`src/rtl/cdu_pulse_scheduler.sv`:
```
// -----------------------------------------------------------------------------
// cdu_pulse_scheduler
//
// Shares the single AGC counter-pulse slot between the CDU read-counter
// channels. Each channel's up/down angle increments are accumulated into a
// signed, saturating pending count. Once per arbitration slot, one channel
// with a nonzero pending count is granted in round-robin order. The granted
// channel then receives a fixed-width PLUS or MINUS pulse, which moves its
// pending count one step toward zero.
//
// Parameters
//   NCHAN       number of requesting channels
//   SLOT_CYCLES CLOCKH cycles per arbitration slot (must exceed PULSE_W+1)
//   PULSE_W     width of each AGC pulse in CLOCKH cycles
//   PEND_W      signed pending-counter width per channel
//
// Ports
//   CLOCKH  in   system clock, rising edge
//   rst_n   in   asynchronous active-low reset
//   DRVEN   in   global drive enable; low inhibits new grants
//   UPREQ   in   [NCHAN] single-cycle up-increment request per channel
//   DNREQ   in   [NCHAN] single-cycle down-increment request per channel
//   CDUZ    in   [NCHAN] per-channel zero (level)
//   PLSP    out  [NCHAN] AGC plus pulse per channel (registered)
//   PLSM    out  [NCHAN] AGC minus pulse per channel (registered)
//   GRANT   out  [NCHAN] one-hot grant, high during the decision cycle only
//   OVF     out  [NCHAN] sticky pending-overflow flag per channel (registered)
//   BUSY    out  any pending count nonzero or a pulse in flight (registered)
// -----------------------------------------------------------------------------
module cdu_pulse_scheduler #(
  parameter int NCHAN       = 3,
  parameter int SLOT_CYCLES = 8,
  parameter int PULSE_W     = 2,
  parameter int PEND_W      = 6
) (
  input  logic             CLOCKH,
  input  logic             rst_n,
  input  logic             DRVEN,
  input  logic [NCHAN-1:0] UPREQ,
  input  logic [NCHAN-1:0] DNREQ,
  input  logic [NCHAN-1:0] CDUZ,
  output logic [NCHAN-1:0] PLSP,
  output logic [NCHAN-1:0] PLSM,
  output logic [NCHAN-1:0] GRANT,
  output logic [NCHAN-1:0] OVF,
  output logic             BUSY
);

  localparam int SLOT_W = (SLOT_CYCLES > 1) ? $clog2(SLOT_CYCLES) : 1;
  localparam int PTR_W  = (NCHAN > 1) ? $clog2(NCHAN) : 1;
  localparam int PW_W   = $clog2(PULSE_W + 1);
  // Two guard bits hold the worst-case unsaturated result (max + 1 + 1).
  localparam int SUM_W  = PEND_W + 2;

  localparam logic signed [PEND_W-1:0] PEND_MAX = {1'b0, {(PEND_W-1){1'b1}}};
  localparam logic signed [PEND_W-1:0] PEND_MIN = -PEND_MAX;
  localparam logic signed [SUM_W-1:0]  MAX_S    = SUM_W'(PEND_MAX);
  localparam logic signed [SUM_W-1:0]  MIN_S    = SUM_W'(PEND_MIN);
  localparam logic signed [SUM_W-1:0]  ONE_S    = SUM_W'(1'b1);

  // State registers
  logic [SLOT_W-1:0]        slot_r;
  logic [PTR_W-1:0]         ptr_r;
  logic signed [PEND_W-1:0] pend_r [NCHAN];
  logic [NCHAN-1:0]         ovf_r;
  logic [NCHAN-1:0]         plsp_r;
  logic [NCHAN-1:0]         plsm_r;
  logic [PW_W-1:0]          pw_r;
  logic                     busy_r;

  // Next-state / decode signals
  logic [NCHAN-1:0]         elig_s;
  logic [NCHAN-1:0]         grant_s;
  logic                     found_s;
  logic                     gpos_s;
  logic [PTR_W-1:0]         ptr_n_s;
  logic signed [SUM_W-1:0]  sum_s    [NCHAN];
  logic signed [PEND_W-1:0] pend_n_s [NCHAN];
  logic [NCHAN-1:0]         ovf_n_s;
  logic                     any_pend_s;
  logic [NCHAN-1:0]         plsp_n_s;
  logic [NCHAN-1:0]         plsm_n_s;
  logic [PW_W-1:0]          pw_n_s;
  logic [SLOT_W-1:0]        slot_n_s;
  logic                     busy_n_s;

  // Per-channel eligibility, excluding the global drive enable.
  always_comb begin
    elig_s = '0;
    for (int i = 0; i < NCHAN; i++) begin
      elig_s[i] = (pend_r[i] != '0) && !CDUZ[i];
    end
  end

  // Round-robin search from the pointer, only in the decision cycle (slot 0).
  // GRANT is decoded during the decision cycle itself. The pulse it launches
  // is registered and starts on the following cycle.
  always_comb begin
    grant_s = '0;
    found_s = 1'b0;
    gpos_s  = 1'b0;
    ptr_n_s = ptr_r;
    if ((slot_r == '0) && DRVEN) begin
      for (int k = 0; k < NCHAN; k++) begin
        for (int i = 0; i < NCHAN; i++) begin
          if (!found_s && elig_s[i] && (i == ((int'(ptr_r) + k) % NCHAN))) begin
            found_s    = 1'b1;
            grant_s[i] = 1'b1;
            // Sign comes from the registered count, before this cycle's update.
            gpos_s     = ~pend_r[i][PEND_W-1];
            ptr_n_s    = (i == NCHAN - 1) ? '0 : PTR_W'(i + 1);
          end else begin
            found_s = found_s;
          end
        end
      end
    end else begin
      grant_s = '0;
    end
  end

  // Pending accumulate with grant consumption, zero hold and saturation.
  always_comb begin
    any_pend_s = 1'b0;
    ovf_n_s    = ovf_r;
    for (int i = 0; i < NCHAN; i++) begin
      sum_s[i] = SUM_W'(pend_r[i]);
      if (UPREQ[i] && !DNREQ[i]) begin
        sum_s[i] = sum_s[i] + ONE_S;
      end else if (DNREQ[i] && !UPREQ[i]) begin
        sum_s[i] = sum_s[i] - ONE_S;
      end else begin
        sum_s[i] = sum_s[i];
      end
      // A grant moves the count one step toward zero.
      if (grant_s[i]) begin
        if (pend_r[i][PEND_W-1]) begin
          sum_s[i] = sum_s[i] + ONE_S;
        end else begin
          sum_s[i] = sum_s[i] - ONE_S;
        end
      end else begin
        sum_s[i] = sum_s[i];
      end
      if (CDUZ[i]) begin
        pend_n_s[i] = '0;
        ovf_n_s[i]  = 1'b0;
      end else if (sum_s[i] > MAX_S) begin
        pend_n_s[i] = PEND_MAX;
        ovf_n_s[i]  = 1'b1;
      end else if (sum_s[i] < MIN_S) begin
        pend_n_s[i] = PEND_MIN;
        ovf_n_s[i]  = 1'b1;
      end else begin
        pend_n_s[i] = sum_s[i][PEND_W-1:0];
        ovf_n_s[i]  = ovf_r[i];
      end
      any_pend_s = any_pend_s | (pend_n_s[i] != '0);
    end
  end

  // Pulse generator. pw_r counts the remaining high cycles after the current
  // one. Neither DRVEN nor CDUZ can cut a pulse short.
  always_comb begin
    plsp_n_s = plsp_r;
    plsm_n_s = plsm_r;
    pw_n_s   = pw_r;
    if (found_s) begin
      plsp_n_s = gpos_s ? grant_s : '0;
      plsm_n_s = gpos_s ? '0 : grant_s;
      pw_n_s   = PW_W'(PULSE_W - 1);
    end else if (pw_r != '0) begin
      pw_n_s = pw_r - PW_W'(1'b1);
    end else begin
      plsp_n_s = '0;
      plsm_n_s = '0;
      pw_n_s   = '0;
    end
  end

  // Slot counter wrap and BUSY look-ahead, so BUSY tracks the state it describes.
  always_comb begin
    if (slot_r == SLOT_W'(SLOT_CYCLES - 1)) begin
      slot_n_s = '0;
    end else begin
      slot_n_s = slot_r + SLOT_W'(1'b1);
    end
    busy_n_s = any_pend_s | (|(plsp_n_s | plsm_n_s));
  end

  // State and registered-output update.
  always_ff @(posedge CLOCKH or negedge rst_n) begin
    if (!rst_n) begin
      slot_r <= '0;
      ptr_r  <= '0;
      ovf_r  <= '0;
      plsp_r <= '0;
      plsm_r <= '0;
      pw_r   <= '0;
      busy_r <= 1'b0;
      for (int i = 0; i < NCHAN; i++) begin
        pend_r[i] <= '0;
      end
    end else begin
      slot_r <= slot_n_s;
      ptr_r  <= ptr_n_s;
      ovf_r  <= ovf_n_s;
      plsp_r <= plsp_n_s;
      plsm_r <= plsm_n_s;
      pw_r   <= pw_n_s;
      busy_r <= busy_n_s;
      for (int i = 0; i < NCHAN; i++) begin
        pend_r[i] <= pend_n_s[i];
      end
    end
  end

  assign PLSP  = plsp_r;
  assign PLSM  = plsm_r;
  assign GRANT = grant_s;
  assign OVF   = ovf_r;
  assign BUSY  = busy_r;

endmodule

```
`config.mk`:
```
export PLATFORM = sky130hd
export DESIGN_NAME = cdu_pulse_scheduler
export DESIGN_NICKNAME = d
export VERILOG_FILES = /design/src/rtl/cdu_pulse_scheduler.sv
export SDC_FILE = /design/constraint.sdc
export NUM_CORES = 1
export LEC_CHECK = 0
export CAP_MARGIN = 30
export CORE_ASPECT_RATIO = 0.5
export CORE_MARGIN = 5
export CORE_UTILIZATION = 45
export DETAILED_ROUTE_END_ITERATION = 12
export PLACE_DENSITY = 0.69
export SYNTH_ARGS = -nofsm -noshare
export SYNTH_HDL_FRONTEND = slang
export SYNTH_SLANG_ARGS = --single-unit
```
`constraint.sdc`:
```
create_clock -name CLOCKH -period 8.6 [get_ports CLOCKH]
set_input_delay 2.15 -clock CLOCKH [delete_from_list [all_inputs] [get_ports CLOCKH]]
set_output_delay 2.15 -clock CLOCKH [all_outputs]
set_load 0.02 [all_outputs]
```
==> metrics.txt <==
time the final worst path needs with I/O delays and setup=7250 ps; Worst R2R Setup Slack=4440 ps; drt wl/cell=16.0 um; Power Total=1.79 mW; post-synth top area cell=dfrtp_1; Critical Path, Cell by Cell=clkdlybuf4s50_1 > a21o_1 > o21a_1 > o2111ai_1 > clkinv_1 > clkdlybuf4s50_1; number of H-tree levels=2; setup violators final=0; Starting Density=47.3%; die area=10700 um^2; wire length of the first global-routing pass=16000 um; post-placement setup slack=1370 ps; fraction of the mapped netlist area in compound gates=26.4%; relative max-transition margin=36.6%; setup total negative slack=0 ps; crit end category=output pin; Sinks on Clock Net=35; proportion of synthesized flip-flops having asynchronous set or reset=100%; Antenna Nets Post-Route=0; vias after detailed routing=3496; slew at the pin with the worst max-slew slack=947 ps; share of the synthesized area in the top cell type=22.6%; Yosys warning total=0; drc violations=0; Peak supply drop=0.152 mV; overall track demand over capacity in global routing=18.4%; number of vias per cell after detailed routing=5.94; Cell Pwr Density=415 nW/um^2; clock tree skew after final layout=4.56 ps; IO Count=25; reg2reg end=BUSY; number of input and output port buffers inserted=24; final std cell area, no fill=4310 um^2; Hold Violations, Final=0; critical path fanouts, max=13; Die Width=141 um; vias in the first global route=3270; utilization after layout=52.6%; Post-CTS Setup Inserts=0; number of library cell types mapped by synthesis=79; most common cell after layout, fill and taps aside=nor2_1; number of cells on the worst reg-to-reg path=12; dominant cells by area after synthesis=dfrtp_1 (23%), ha_1 (9.4%), xnor2_1 (4.7%); tightest hold margin=452 ps; clock latency on the worst-skew pair=280 ps; WL final=9450 um; RSZ-0062 raised after global routing=no; hold path depth=1; number of antenna repair diodes=0; run status=complete, no violations; element type at the critical path start=input pin; # nets final=520; proportion of synthesized area in mux cells=3.23%; Site Rows=23; number of nets produced by synthesis=507; count of placed standard cells in the final layout, fillers left out=589; most used flip-flop cell after synthesis=dfrtp_1; hold buffers post-CTS=0; cell area reported after detailed placement=4160 um^2; area of the mapped netlist=3880 um^2; main combinational cell family by area after synthesis=compound AO/OA/AOI/OAI gates; share of the cycle needed by the critical path after routing=84.3%; category of the most critical setup path=input pin to output pin; end of the worst hold path=slot_r[0]; antenna violations before repair=0; Post-synth EDFFs=0; pin count of the biggest net entering global routing=36; Most common cell on crit path=clkdlybuf4s50_1; cell count after synthesis=463; Post-Synthesis Mean Instance Area=8.37 um^2; Synth Register Bits=35; number of instances in the placed design=581; largest buffer count on any clock path=2; standard cell core area=8200 um^2; path class of the lowest-slack min-delay path=flip-flop to flip-flop; Synth Area in Adders=10.9%; critical path required time=6450 ps; Congestion Overflow GR=0; Final GP Congestion=0.904; launch point of the worst reg-to-reg path=pend_r[7]; Area growth syn-to-layout=11.3%; Die Ht=75.6 um; xor and xnor area share after synthesis=7.59%; TritonCTS clock tree=done; Highest Clock Rate=0.138 GHz; clock slew seen by the registers of the worst setup and hold paths=50 ps; post-cts sizing count=0; drt first-iter violations=347; first-pass iteration count of the detailed router=6; fraction of final layout cells sized beyond drive strength 1=7.55%; max-slew violation count=0; cell with the largest stage delay on the worst path=o2111ai_1; leakage power of the design=1.79 nW; number of maximum-capacitance constraint violations=0; top library cells by usage in the layout, fill and taps aside=nor2_1 (39), dfrtp_1 (35), a21oi_1 (30); number of buffers created by CTS=5; root buffer selected by CTS=clkbuf_16; Worst Path Arrival=5100 ps; Simple-Gate Fraction of Synth Area=24.0%; share of the yosys chip area belonging to registers=22.6%; largest stage delay on the critical path=730 ps; final critical-path setup slack=1350 ps; Worst Hold Launch=slot_r[0]; DP HPWL=7250 um
final cells by class:
class	count	area, um^2
clock buffer	8	156
fill	802	3890
inverter	29	109
multi-input combinational	381	2800
sequential	35	876
tap	112	140
timing repair buffer	24	235
cells in the mapped netlist, drive strengths merged (7+ instances only):
master  instances
nor2           39
dfrtp          35
a21oi          31
ha             29
inv            27
nand2          23
xnor2          21
o21ai          20
a211oi         13
nor2b          12
a21o           11
clkbuf         11
nand3          11
a31oi          10
nor3           10
nor3b           9
mux2i           8
or2             8
buf             7
xor2            7
per-layer routing:
| layer | global-route usage (%) | routed length (um) | vias to the layer above |
|---|---|---|---|
| met3 | 3.26 | 522 | 6 |
| met5 | 0 | 0 | - |
| li1 | - | - | 1754 |
| met1 | 27.0 | 4910 | 1639 |
| met4 | 2.90 | 59 | 0 |
| met2 | 29.1 | 3960 | 97 |
flip-flops by register name, indices dropped and copies added (netlist names):
register	flops
PLSM	3
pend_r	18
PLSP	3
slot_r	3
ptr_r	2
pw_r	2
OVF	3
BUSY	1
how the worst max path moves through the flow:
stage / start / endpoint / slack [ps] / cells after the start
after global placement: CDUZ[1] / GRANT[2] / 1430 / 6
final: CDUZ[1] / GRANT[2] / 1350 / 6
after global routing: CDUZ[1] / GRANT[2] / 1090 / 6
after floorplan: CDUZ[1] / GRANT[0] / 3090 / 5
after CTS: CDUZ[1] / GRANT[2] / 1380 / 6
after detailed placement: CDUZ[1] / GRANT[2] / 1370 / 6
critical path, delay by kind of cell:
family,cells,cell delay (ps)
buffers and inverters,3,1720
AOI/OAI and AO/OA,3,1220
report_power, final:
| part | internal, mW | switching [mW] | total, mW |
|---|---|---|---|
| clock | 0.123 | 0.0675 | 0.191 |
| sequential | 0.212 | 0.0692 | 0.281 |
| combinational | 0.575 | 0.742 | 1.32 |
| total | 0.910 | 0.879 | 1.79 |
kinds of logic (layout without fill, tap and decap cells):
family	after synthesis	in the layout
fa+ha+maj	32	32
compound gates	144	144
flops	35	35
simple gates	163	163
mux	12	12
buf+inv	47	61
xor+xnor	30	30
No activity file was read; power rests on OpenSTA's default activity.
